## src/rtl/isr_pkg.sv

```systemverilog
// ---------------------------------------------------------------------------
// isr_pkg
//
// Shared definitions for the interrupt entry/exit sequencer:
//   - default PC/vector width and saved-flag width
//   - sequencer state encoding (IDLE=0, VECTOR=1, ISR=2, RETURN=3)
//   - small helpers used when decoding the registered state
// ---------------------------------------------------------------------------
package isr_pkg;

    // Default widths: 8-bit program counter / ISR vector, {overflow, zero}
    localparam int AW_DEFAULT = 8;
    localparam int FW_DEFAULT = 2;

    // Sequencer state encoding. Kept as plain constants so legacy code that
    // compares against raw 2-bit values keeps working.
    localparam int STATE_W = 2;
    typedef logic [STATE_W-1:0] state_t;

    localparam state_t ST_IDLE   = 2'd0;
    localparam state_t ST_VECTOR = 2'd1;
    localparam state_t ST_ISR    = 2'd2;
    localparam state_t ST_RETURN = 2'd3;

    // The two single-cycle states both redirect the PC and stall fetch.
    function automatic logic is_redirect_state(input state_t s);
        return (s == ST_VECTOR) || (s == ST_RETURN);
    endfunction

    // Next value of the global interrupt enable for one instruction
    // boundary. cli dominates when both are set in the same instruction.
    function automatic logic next_gie(input logic gie_cur,
                                      input logic boundary,
                                      input logic set_en,
                                      input logic clr_en);
        logic result;
        result = gie_cur;
        if (boundary) begin
            if (clr_en) begin
                result = 1'b0;
            end else if (set_en) begin
                result = 1'b1;
            end
        end
        return result;
    endfunction

endpackage

```

## src/rtl/isr_sequencer_context.sv

```systemverilog
// ---------------------------------------------------------------------------
// isr_context
//
// Interrupt context storage: the return address, the captured ISR vector and
// the ALU flags saved at interrupt entry. All three registers load together
// when capture is high and are wiped by the asynchronous clear, so a reset
// during an ISR leaves no stale context behind.
//
// Ports:
//   clk        in   system clock, rising edge
//   clr        in   asynchronous active-high clear
//   capture    in   load all context registers this edge
//   pc_in      in   AW  address to return to after the ISR
//   vec_in     in   AW  ISR entry address
//   flags_in   in   FW  ALU flags to preserve across the ISR
//   ret_pc     out  AW  saved return address
//   vec        out  AW  saved ISR vector
//   flags_sav  out  FW  saved ALU flags
// ---------------------------------------------------------------------------
module isr_context
    import isr_pkg::*;
#(
    parameter int AW = AW_DEFAULT,
    parameter int FW = FW_DEFAULT
) (
    input  logic          clk,
    input  logic          clr,
    input  logic          capture,
    input  logic [AW-1:0] pc_in,
    input  logic [AW-1:0] vec_in,
    input  logic [FW-1:0] flags_in,
    output logic [AW-1:0] ret_pc,
    output logic [AW-1:0] vec,
    output logic [FW-1:0] flags_sav
);

    // Context registers. They only change on an interrupt entry edge, which
    // is what makes vec_in a one-shot sample: later changes on the vector
    // bus have no effect until the next entry.
    always_ff @(posedge clk or posedge clr) begin
        if (clr) begin
            ret_pc    <= '0;
            vec       <= '0;
            flags_sav <= '0;
        end else if (capture) begin
            ret_pc    <= pc_in;
            vec       <= vec_in;
            flags_sav <= flags_in;
        end
    end

endmodule

```

## src/rtl/isr_sequencer.sv

```systemverilog
// ---------------------------------------------------------------------------
// isr_sequencer
//
// Single-level interrupt entry/exit sequencer sitting between the vectored
// priority interrupt controller and the CPU program counter. It waits for an
// instruction boundary with a pending, globally enabled interrupt, saves the
// return address and ALU flags, redirects the PC to the ISR vector, masks the
// priority encoder while the ISR runs, and on RETI restores PC and flags.
//
// Ports:
//   clk         in   system clock, rising edge
//   clr         in   asynchronous active-high reset
//   i_pending   in   interrupt pending from the interrupt controller
//   vec_in      in   AW  ISR address from the interrupt controller
//   pc_cur      in   AW  address of the next instruction to execute
//   flags_in    in   FW  current ALU flags
//   instr_done  in   one-cycle strobe, last cycle of an instruction
//   reti        in   current instruction is RETI (qualified by instr_done)
//   sei         in   set global interrupt enable (qualified by instr_done)
//   cli         in   clear global interrupt enable (qualified by instr_done)
//   irq_enable  out  enable for the interrupt controller
//   pc_load     out  CPU loads pc_next this edge
//   pc_next     out  AW  PC value to load
//   flags_load  out  CPU loads flags_out this edge
//   flags_out   out  FW  restored flags
//   hold        out  stall instruction fetch
//   irq_ack     out  one-cycle pulse while the vector is loaded
//   reti_err    out  one-cycle pulse after a RETI outside an ISR
//   in_isr      out  sequencer is in the ISR state
// ---------------------------------------------------------------------------
module isr_sequencer
    import isr_pkg::*;
#(
    parameter int AW = AW_DEFAULT,
    parameter int FW = FW_DEFAULT
) (
    input  logic          clk,
    input  logic          clr,
    input  logic          i_pending,
    input  logic [AW-1:0] vec_in,
    input  logic [AW-1:0] pc_cur,
    input  logic [FW-1:0] flags_in,
    input  logic          instr_done,
    input  logic          reti,
    input  logic          sei,
    input  logic          cli,
    output logic          irq_enable,
    output logic          pc_load,
    output logic [AW-1:0] pc_next,
    output logic          flags_load,
    output logic [FW-1:0] flags_out,
    output logic          hold,
    output logic          irq_ack,
    output logic          reti_err,
    output logic          in_isr
);

    state_t        state;
    state_t        state_nxt;
    logic          gie;
    logic          gie_nxt;
    logic          entry;
    logic          reti_in_idle;
    logic          reti_err_q;
    logic [AW-1:0] ret_pc;
    logic [AW-1:0] vec;
    logic [FW-1:0] flags_sav;

    // Entry decision uses the gie value from before this edge, so a cli in
    // the same instruction that ends at this boundary does not cancel the
    // interrupt; it only leaves gie cleared once the handler returns.
    assign entry        = (state == ST_IDLE) & i_pending & gie & instr_done;
    assign reti_in_idle = (state == ST_IDLE) & reti & instr_done;

    // Context storage, loaded on the entry edge only.
    isr_context #(
        .AW (AW),
        .FW (FW)
    ) u_context (
        .clk       (clk),
        .clr       (clr),
        .capture   (entry),
        .pc_in     (pc_cur),
        .vec_in    (vec_in),
        .flags_in  (flags_in),
        .ret_pc    (ret_pc),
        .vec       (vec),
        .flags_sav (flags_sav)
    );

    // Next-state logic. VECTOR and RETURN each last exactly one cycle; the
    // ISR state ignores i_pending entirely because nesting is not supported.
    // RETURN always goes back to IDLE, so a still-pending interrupt can only
    // be taken at a later boundary seen from IDLE.
    always_comb begin
        state_nxt = state;
        case (state)
            ST_IDLE: begin
                if (entry) begin
                    state_nxt = ST_VECTOR;
                end
            end
            ST_VECTOR: begin
                state_nxt = ST_ISR;
            end
            ST_ISR: begin
                if (reti && instr_done) begin
                    state_nxt = ST_RETURN;
                end
            end
            ST_RETURN: begin
                state_nxt = ST_IDLE;
            end
            default: begin
                state_nxt = ST_IDLE;
            end
        endcase
    end

    // Global interrupt enable follows sei/cli at every instruction boundary,
    // regardless of state.
    always_comb begin
        gie_nxt = next_gie(gie, instr_done, sei, cli);
    end

    // State, gie and the RETI-error pulse. A reset in any state abandons
    // the current interrupt context.
    always_ff @(posedge clk or posedge clr) begin
        if (clr) begin
            state      <= ST_IDLE;
            gie        <= 1'b0;
            reti_err_q <= 1'b0;
        end else begin
            state      <= state_nxt;
            gie        <= gie_nxt;
            reti_err_q <= reti_in_idle;
        end
    end

    // Output decode. Everything is a function of registered state and
    // registered context, so each strobe lasts exactly one cycle and none of
    // them depends combinationally on the CPU-side inputs.
    always_comb begin
        irq_enable = gie & (state == ST_IDLE);
        pc_load    = is_redirect_state(state);
        hold       = is_redirect_state(state);
        irq_ack    = (state == ST_VECTOR);
        flags_load = (state == ST_RETURN);
        in_isr     = (state == ST_ISR);
        reti_err   = reti_err_q;
        pc_next    = '0;
        flags_out  = '0;
        if (state == ST_VECTOR) begin
            pc_next = vec;
        end else if (state == ST_RETURN) begin
            pc_next   = ret_pc;
            flags_out = flags_sav;
        end
    end

`ifndef SYNTHESIS
    // Redirect strobes never stretch past one cycle and always stall fetch.
    a_ack_one_cycle : assert property (@(posedge clk) disable iff (clr)
        irq_ack |=> !irq_ack);
    a_load_holds : assert property (@(posedge clk) disable iff (clr)
        pc_load |-> hold);
    a_flags_with_pc : assert property (@(posedge clk) disable iff (clr)
        flags_load |-> pc_load);
`endif

endmodule

```

## config.mk

```make
export PLATFORM = sky130hd
export DESIGN_NAME = isr_sequencer
export DESIGN_NICKNAME = d
export VERILOG_FILES = /design/src/rtl/isr_pkg.sv /design/src/rtl/isr_sequencer_context.sv /design/src/rtl/isr_sequencer.sv
export SDC_FILE = /design/constraint.sdc
export NUM_CORES = 1
export LEC_CHECK = 0
export ABC_AREA = 1
export ABC_CLOCK_PERIOD_IN_PS = 2700
export BUFFER_PORTS_ARGS = -buffer_cell sky130_fd_sc_hd__buf_4
export CORE_UTILIZATION = 51
export CTS_BUF_LIST = sky130_fd_sc_hd__clkbuf_16
export DETAILED_ROUTE_END_ITERATION = 7
export GPL_ROUTABILITY_DRIVEN = 0
export PLACE_DENSITY = 0.82
export REMOVE_ABC_BUFFERS = 1
export SLEW_MARGIN = 10
export SYNTH_ARGS = -nofsm -noshare
export SYNTH_HDL_FRONTEND = slang
export SYNTH_SLANG_ARGS = --single-unit
```

## constraint.sdc

```tcl
create_clock -name clk -period 2.7 [get_ports clk]
set_input_delay 0.54 -clock clk [delete_from_list [all_inputs] [get_ports clk]]
set_output_delay 0.54 -clock clk [all_outputs]
set_load 0.03 [all_outputs]
```

### After elaboration in Yosys (flattened, before gate mapping)

Index checks and enable logic that the tools add are counted.

* flip-flop bits (word level): 22
* input bits: 25
* output and inout port bits: 17
* word-level logic and storage cells: 32

* equal/unequal tests: 5
* muxes and demuxes: 9
* bitwise operators: 6
* reductions and logical operators: 6

Operator list (number)
* 8-bit 2-to-1 mux: 2
* 2-bit 2-to-1 mux: 4
* 2-bit one-hot mux with 4 select lines: 1
* 1-bit bitwise AND: 6
* 2-bit == test (second input constant): 2
* 2-bit AND reduction: 2
* 2-bit by 1-bit == test with 1-bit output (second input constant): 1
* 2-bit logical NOT: 1
* 1-bit 2-to-1 mux: 2
* 2-bit by 1-bit != test with 1-bit output (second input constant): 1
* 2-bit != test (second input constant): 1
* 2-bit nonzero test: 1
* 1-bit logical AND: 1
* 1-bit logical OR: 1

### Longest topological paths before layout

Gate-level depths: netlist (run 1).

* depth after elaboration: 6
* depth in mapped cells: 7
* gate-level depth less buffers: 7

### Modules after synthesis

From an unflattened synthesis (run 1), not the netlist that was laid out.

* cells, all modules: 144
* area total of the unflattened synthesis: 1144.8 um2

By module, submodules not included
* isr_context: instances 1, cells an instance 77, area each 714.4 um2, seq. area each 450.4 um2
* isr_sequencer: instances 1, cells an instance 67, area each 430.4 um2, seq. area each 100.1 um2

### Least setup slack after synthesis (run 1)

OpenSTA, ideal clock, no wires.

* path type: flip-flop to output port
* start: reg state[1]
* end: out pc_next[0]
* arrival: 1686 ps
* data required time: 2160 ps
* setup slack: 474 ps
* cell stages (with the launch flop): 5
* buffers on the path: 0
* cell sequence: dfrtp_1 -> inv_1 -> ha_1 -> clkinv_1 -> o22ai_1

* elaborated cells on any way between the ends: 4
* classes of those cells: eq/ne: 2; mux: 2

RTL lines
* start: declaration: line isr_sequencer.sv:58 `state_t state;`
* start signal: assignment: line isr_sequencer.sv:134 `state <= state_nxt;`
* 2-bit by 1-bit == test with 1-bit output
* named net irq_ack: line isr_sequencer.sv:53 `output logic irq_ack,`
* 8-bit 2-to-1 mux: line isr_sequencer.sv:153 `if (state == ST_VECTOR) begin`
* end: declaration: line isr_sequencer.sv:49 `output logic [AW-1:0] pc_next,`

The timed path passes the listed nets, and every way through them passes these cells.

### Worst setup path in the final report (run 1)

* start: reg state[1]
* end: out pc_next[0]

* word-level cells in the longest chain between the ends: 3
* elaborated cells on any way between the ends: 4
* classes of those cells: eq/ne: 2; mux: 2

RTL lines
* 2-bit == test: line isr_sequencer.sv:155 `end else if (state == ST_RETURN) begin`
* 8-bit 2-to-1 mux: line isr_sequencer.sv:155
* 8-bit 2-to-1 mux (*): line isr_sequencer.sv:153

Every way passes the cells marked *; elsewhere a longest branch is shown, timed or not.

==> impl_metrics.json, run 1 <==
{
  "outcome": "complete, no violations",
  "cts_hold_buffers": 0,
  "dp.cells": 187,
  "dpl.hpwl_mm": 1.599,
  "tns_ns": 0,
  "wl_met3_um": 92,
  "clock_skew_ns": 0.002779,
  "num_vias": 959,
  "dr.max_layer_used": "met4",
  "cp.required_ns": 2.16,
  "ys_types": 19,
  "drtIter0Drc": 18,
  "rsz0062_at_grt": "no",
  "ys_warn_count": 0,
  "layout_commonest_cell": "buf_4",
  "maxSlewViolCount": 0,
  "cts_sinks": 22,
  "finish.utilization_pct": 74.63,
  "ant_nets": 0,
  "n_antenna_cell": 0,
  "finish.instance_area_um2": 1509,
  "power.density_nw_per_um2": 1214,
  "antenna_found_initial": 0,
  "worst_slew_pin_slew_ns": 0.8439,
  "io_buffers": 41,
  "maxCapViolCount": 0,
  "crit_path_end": "pc_next[0]",
  "grt_pass1_vias": 974,
  "drc": 0,
  "clk_latency_ns": 0.25,
  "final_cells": 191,
  "synth_seq_cells": 22,
  "via_per_inst": 5.021,
  "synth.area.top_cells": "dfrtp_1 49%, o21ai_2 9.3%, inv_1 9.0%, nand2_1 8.0%, ha_1 5.5%",
  "routedLengthMet1_um": 923,
  "fmax_ghz": 0.4290,
  "nets": 195,
  "crit_start": "state[1]",
  "reg2reg_from": "state[0]",
  "clkSlewWorstSetupHoldPaths_ns": 0.06,
  "mostFrequentLayoutCells": "41 x buf_4, 27 x inv_1, 24 x nand2_1, 22 x dfrtp_1, 12 x o21ai_2",
  "grt_pass1_wl_mm": 3.967,
  "avgSynthCellArea_um2": 9.186,
  "die_y_um": 49.07,
  "grt_overflow": 0,
  "cp_data_arrival_time_ns": 1.79,
  "ios": 42,
  "synth_area_um2": 1130,
  "r2r_slack_ns": 1.08,
  "grt_max_degree": 37,
  "place_area_um2": 1430,
  "first_pass_iters": 4,
  "fin_crit_sh_pct": 86.33,
  "r2r_end": "u_context.vec[7]",
  "wl_met2_mm": 1.231,
  "cts_made_buffers": 3,
  "reg2reg_depth": 6,
  "nFillCells": 147,
  "fin_crit_ns": 2.331,
  "syn_to_final_growth_pct": 33.56,
  "end_kind": "output port",
  "die_width_um": 49.07,
  "critPathMaxFanout": 10,
  "floorplan.initialDensity_pct": 55.88,
  "synth_top_area_share_pct": 48.73,
  "yosys.area.top_type": "dfrtp_1",
  "slew_headroom_pct": 43.68,
  "cts_root_buf": "clkbuf_16",
  "final-setup-viol-count": 0,
  "vdd_drop_max_mv": 0.7845,
  "drt_wl_total_mm": 2.296,
  "yosysSeqAreaShare_pct": 48.73,
  "die_area_um2": 2407,
  "rows": 16,
  "post_cts.repair.setup_buffers": 0,
  "worstSetupStartpointType": "register",
  "core_um2": 2022,
  "cts_max_level": 1,
  "synthCells": 123,
  "p_leak_nw": 0.8156,
  "clockBufferDepth": 2,
  "cts.repair.resized": 0,
  "hold_path.class": "in2async",
  "gr-usage-all-layers_pct": 21.66,
  "drive_gt1_share_pct": 37.80,
  "finalHoldViolCount": 0,
  "cts_tree": "built",
  "wl_per_cell_um": 12.02,
  "worst-setup-path-type": "reg2out"
}
-- power by group --
| group | leakage (nW) | switching (mW) | internal, mW |
|---|---|---|---|
| Clock | 0.0385 | 0.109 | 0.197 |
| Sequential | 0.266 | 0.0571 | 0.485 |
| Combinational | 0.511 | 0.608 | 0.374 |
| Total | 0.816 | 0.775 | 1.06 |
-- logic make-up (layout without fill, tap and decap cells) --
kind of cell,Yosys count,in the layout,synth area share [%]
adder cells (fa/ha/maj),5,5,5.537
buffers and inverters,32,73,12.96
AO/OA/AOI/OAI,29,29,18.27
flip-flops,22,22,48.73
AND/OR/NAND/NOR,35,35,14.51
-- final cells by class --
cell class | instances | area [µm²] | share of cell area (%)
Multi-Input combinational cell | 69 | 432.9 | 28.69
Clock inverter | 1 | 3.754 | 0.2488
Sequential cell | 22 | 550.5 | 36.48
Inverter | 28 | 105.1 | 6.965
Timing Repair Buffer | 41 | 307.8 | 20.40
Tap cell | 27 | 33.78 | 2.239
Clock buffer | 3 | 75.07 | 4.975
-- stage by stage --
stage	setup slack (ns)	hold slack [ns]	power, mW
2_1_floorplan	0.4744	0.4902	1.220
3_3_place_gp	0.7292	0.5031	1.497
3_5_place_dp	0.6520	0.5082	1.525
4_1_cts	0.3802	0.4789	1.845
5_1_grt	0.2528	0.4970	1.952
6_report	0.3692	0.4610	1.831
-- Yosys cell counts --
cell	n
a22o_1	1
buf_4	1
buf_6	3
clkinv_1	1
dfrtp_1	22
ha_1	5
inv_1	27
nand2_1	24
nand2_2	3
nand3_1	2
nor2_1	2
nor2_8	1
nor3_1	1
o21ai_0	6
o21ai_1	1
o21ai_2	12
o21bai_1	1
o22ai_1	8
or2_2	2
-- sequential cells by signal (all words and copies together) (netlist names) --
name / flops
gie: 1
reti_err: 1
state: 2
u_context.flags_sav: 2
u_context.ret_pc: 8
u_context.vec: 8
-- per-layer routing --
| metal | vias to the layer above | track usage (%) |
|---|---|---|
| met5 | - | 0 |
| met4 | 0 | 8.824 |
| met3 | 6 | 4.050 |
| met2 | 31 | 41.10 |
| met1 | 457 | 23.01 |
| li1 | 465 | - |
-- worst min-delay path by stage --
stage	from	endpoint	cells past startpoint
after global placement	u_context.vec[4]	u_context.vec[4]	2
final	clr	u_context.flags_sav[0]	2
after detailed placement	u_context.ret_pc[7]	u_context.ret_pc[7]	2
after floorplan	state[1]	state[1]	2
after global routing	vec_in[6]	u_context.vec[6]	3
after CTS	clr	u_context.flags_sav[0]	2
-- worst max-delay path, cell delays in order, from the launching register on --
cell      delay [ns]
dfrtp_1         0.41
inv_1           0.11
ha_1            0.19
clkinv_1        0.26
nand2_2         0.28
o22ai_1         0.11
buf_4           0.18
No activity file was read; power rests on OpenSTA's default activity.
==> run 2: changes to the inputs <==
- BUFFER_PORTS_ARGS: -buffer_cell sky130_fd_sc_hd__buf_4 -> -buffer_cell sky130_fd_sc_hd__buf_2
- REMOVE_ABC_BUFFERS: 1 -> unset
==> impl_metrics.json, run 2 (synthesis results as in run 1) <==
{
  "final-setup-viol-count": 0,
  "io_buffers": 41,
  "drtIter0Drc": 9,
  "multiInputGateArea_um2": 432.9,
  "cts_hold_buffers": 0,
  "worst_slew_pin_slew_ns": 0.8204,
  "first_pass_iters": 4,
  "hold_path.class": "in2async",
  "clockBufferDepth": 2,
  "p_leak_nw": 0.7910,
  "end_kind": "output port",
  "switching_power_mw": 0.7789,
  "worstSetupStartpointType": "register",
  "slew_headroom_pct": 45.25,
  "drc": 0,
  "worst-setup-path-type": "reg2out",
  "drive_gt1_share_pct": 37.80,
  "cp_data_arrival_time_ns": 1.83,
  "dpl.hpwl_mm": 1.664,
  "nets": 195,
  "critPathSlowestCell": "dfrtp_1",
  "nFillCells": 172,
  "grt_pass1_vias": 999,
  "layout_commonest_cell": "buf_2",
  "clkSlewWorstSetupHoldPaths_ns": 0.06,
  "path_delay_family": "buffers and inverters",
  "cts_root_buf": "clkbuf_16",
  "core_um2": 2022,
  "p_clk_share_pct": 17.5,
  "cts_sinks": 22,
  "dp.cells": 187,
  "die_y_um": 49.07,
  "cts.repair.resized": 0,
  "gr-usage-all-layers_pct": 22.14,
  "internal_power_mw": 0.9814,
  "cts_made_buffers": 3,
  "critPathMaxFanout": 10,
  "fin_crit_ns": 2.367,
  "die_width_um": 49.07,
  "maxCapViolCount": 0,
  "reg_top3": "u_context.ret_pc x8, u_context.vec x8",
  "antenna_found_initial": 0,
  "power.density_nw_per_um2": 1252,
  "mostFrequentLayoutCells": "41 x buf_2, 27 x inv_1, 24 x nand2_1, 22 x dfrtp_1, 12 x o21ai_2",
  "via_per_inst": 4.838,
  "grt_pass1_wl_mm": 4.084,
  "path_cells": "inv_1 -> ha_1 -> clkinv_1 -> nand2_2 -> o22ai_1 -> buf_2",
  "cts_max_level": 1,
  "place_area_um2": 1328,
  "drt_wl_total_mm": 2.310,
  "clock_skew_ns": 0.001152,
  "die_area_um2": 2407,
  "ios": 42,
  "synth_fp_nets": 153,
  "power_mw": 1.760,
  "rows": 16,
  "critPathBufInv": 3,
  "floorplan.initialDensity_pct": 55.88,
  "maxSlewViolCount": 0,
  "grt_max_degree": 37,
  "ant_nets": 0,
  "seqCellArea_um2": 550.5,
  "num_vias": 924,
  "cts_tree": "built",
  "rsz0062_at_grt": "no",
  "sw_frac_of_total_pct": 44.25,
  "finish.instance_area_um2": 1406,
  "post_cts.repair.setup_buffers": 0,
  "comb_power_share_pct": 51.8,
  "grt_overflow": 0,
  "finalHoldViolCount": 0,
  "tns_ns": 0,
  "wl_per_cell_um": 12.09,
  "clk_latency_ns": 0.25,
  "syn_to_final_growth_pct": 24.47,
  "slowest_delay_ns": 0.41,
  "p_seq_share_pct": 30.6,
  "final_cells": 191,
  "n_antenna_cell": 0,
  "fmax_ghz": 0.4225,
  "fin_crit_sh_pct": 87.66,
  "cp.required_ns": 2.16,
  "outcome": "complete, no violations",
  "finish.utilization_pct": 69.55,
  "vdd_drop_max_mv": 0.6728
}
run 2: cell counts in the layout (fill, tap and decap cells not counted):
No cell type changed its count.
run 2: layer usage:
| layer | GRT usage (%) | wire length, µm |
|---|---|---|
| met5 | 0 | 0 |
| met4 | 9.314 | 40 |
| met3 | 3.427 | 97 |
| met2 | 42.01 | 1170 |
| met1 | 23.88 | 1001 |
run 2: stage by stage:
step / worst slack [ns] / hold WS, ns
2_1_floorplan: 0.4744 / 0.4902
3_3_place_gp: 0.7345 / 0.5044
3_5_place_dp: 0.6464 / 0.5155
4_1_cts: 0.3537 / 0.4705
5_1_grt: 0.2455 / 0.4997
6_report: 0.3331 / 0.4398
run 2: worst paths after layout:
check / to / depth (start not counted) / from / slack (ns)
max in group asynchronous: u_context.flags_sav[0] / 2 / clr / 1.75
max reg2reg: u_context.ret_pc[2] / 6 / state[0] / 1.05
min reg2reg: u_context.ret_pc[0] / 2 / u_context.ret_pc[0] / 0.53
min in group clk: u_context.vec[2] / 3 / vec_in[2] / 0.49
min: gie / 2 / clr / 0.44
max: pc_next[6] / 6 / state[1] / 0.33
run 2: worst register-to-register path: stages (launching register included):
cell and delay (ns):
dfrtp_1 0.43, inv_1 0.13, ha_1 0.20, nand2_2 0.10, nor2_8 0.44, nand2_1 0.17
o21ai_2 0.10
run 2: power by group through the flow:
stage / clock [mW] / sequential [mW] / combinational (mW)
6_report: 0.308 / 0.539 / 0.913
5_1_grt: 0.326 / 0.550 / 0.999
2_1_floorplan: 0 / 0.534 / 0.709
3_5_place_dp: 0 / 0.542 / 0.912
4_1_cts: 0.315 / 0.539 / 0.924
3_3_place_gp: 0 / 0.534 / 0.878
run 2: cell type report:
type / count / share of cell area (%)
sequential: 22 / 39.15
multi-input combinational: 69 / 30.78
timing repair buffer: 41 / 14.59
inverter: 28 / 7.473
clock buffer: 3 / 5.338
tap: 27 / 2.402
clock inverter: 1 / 0.2669
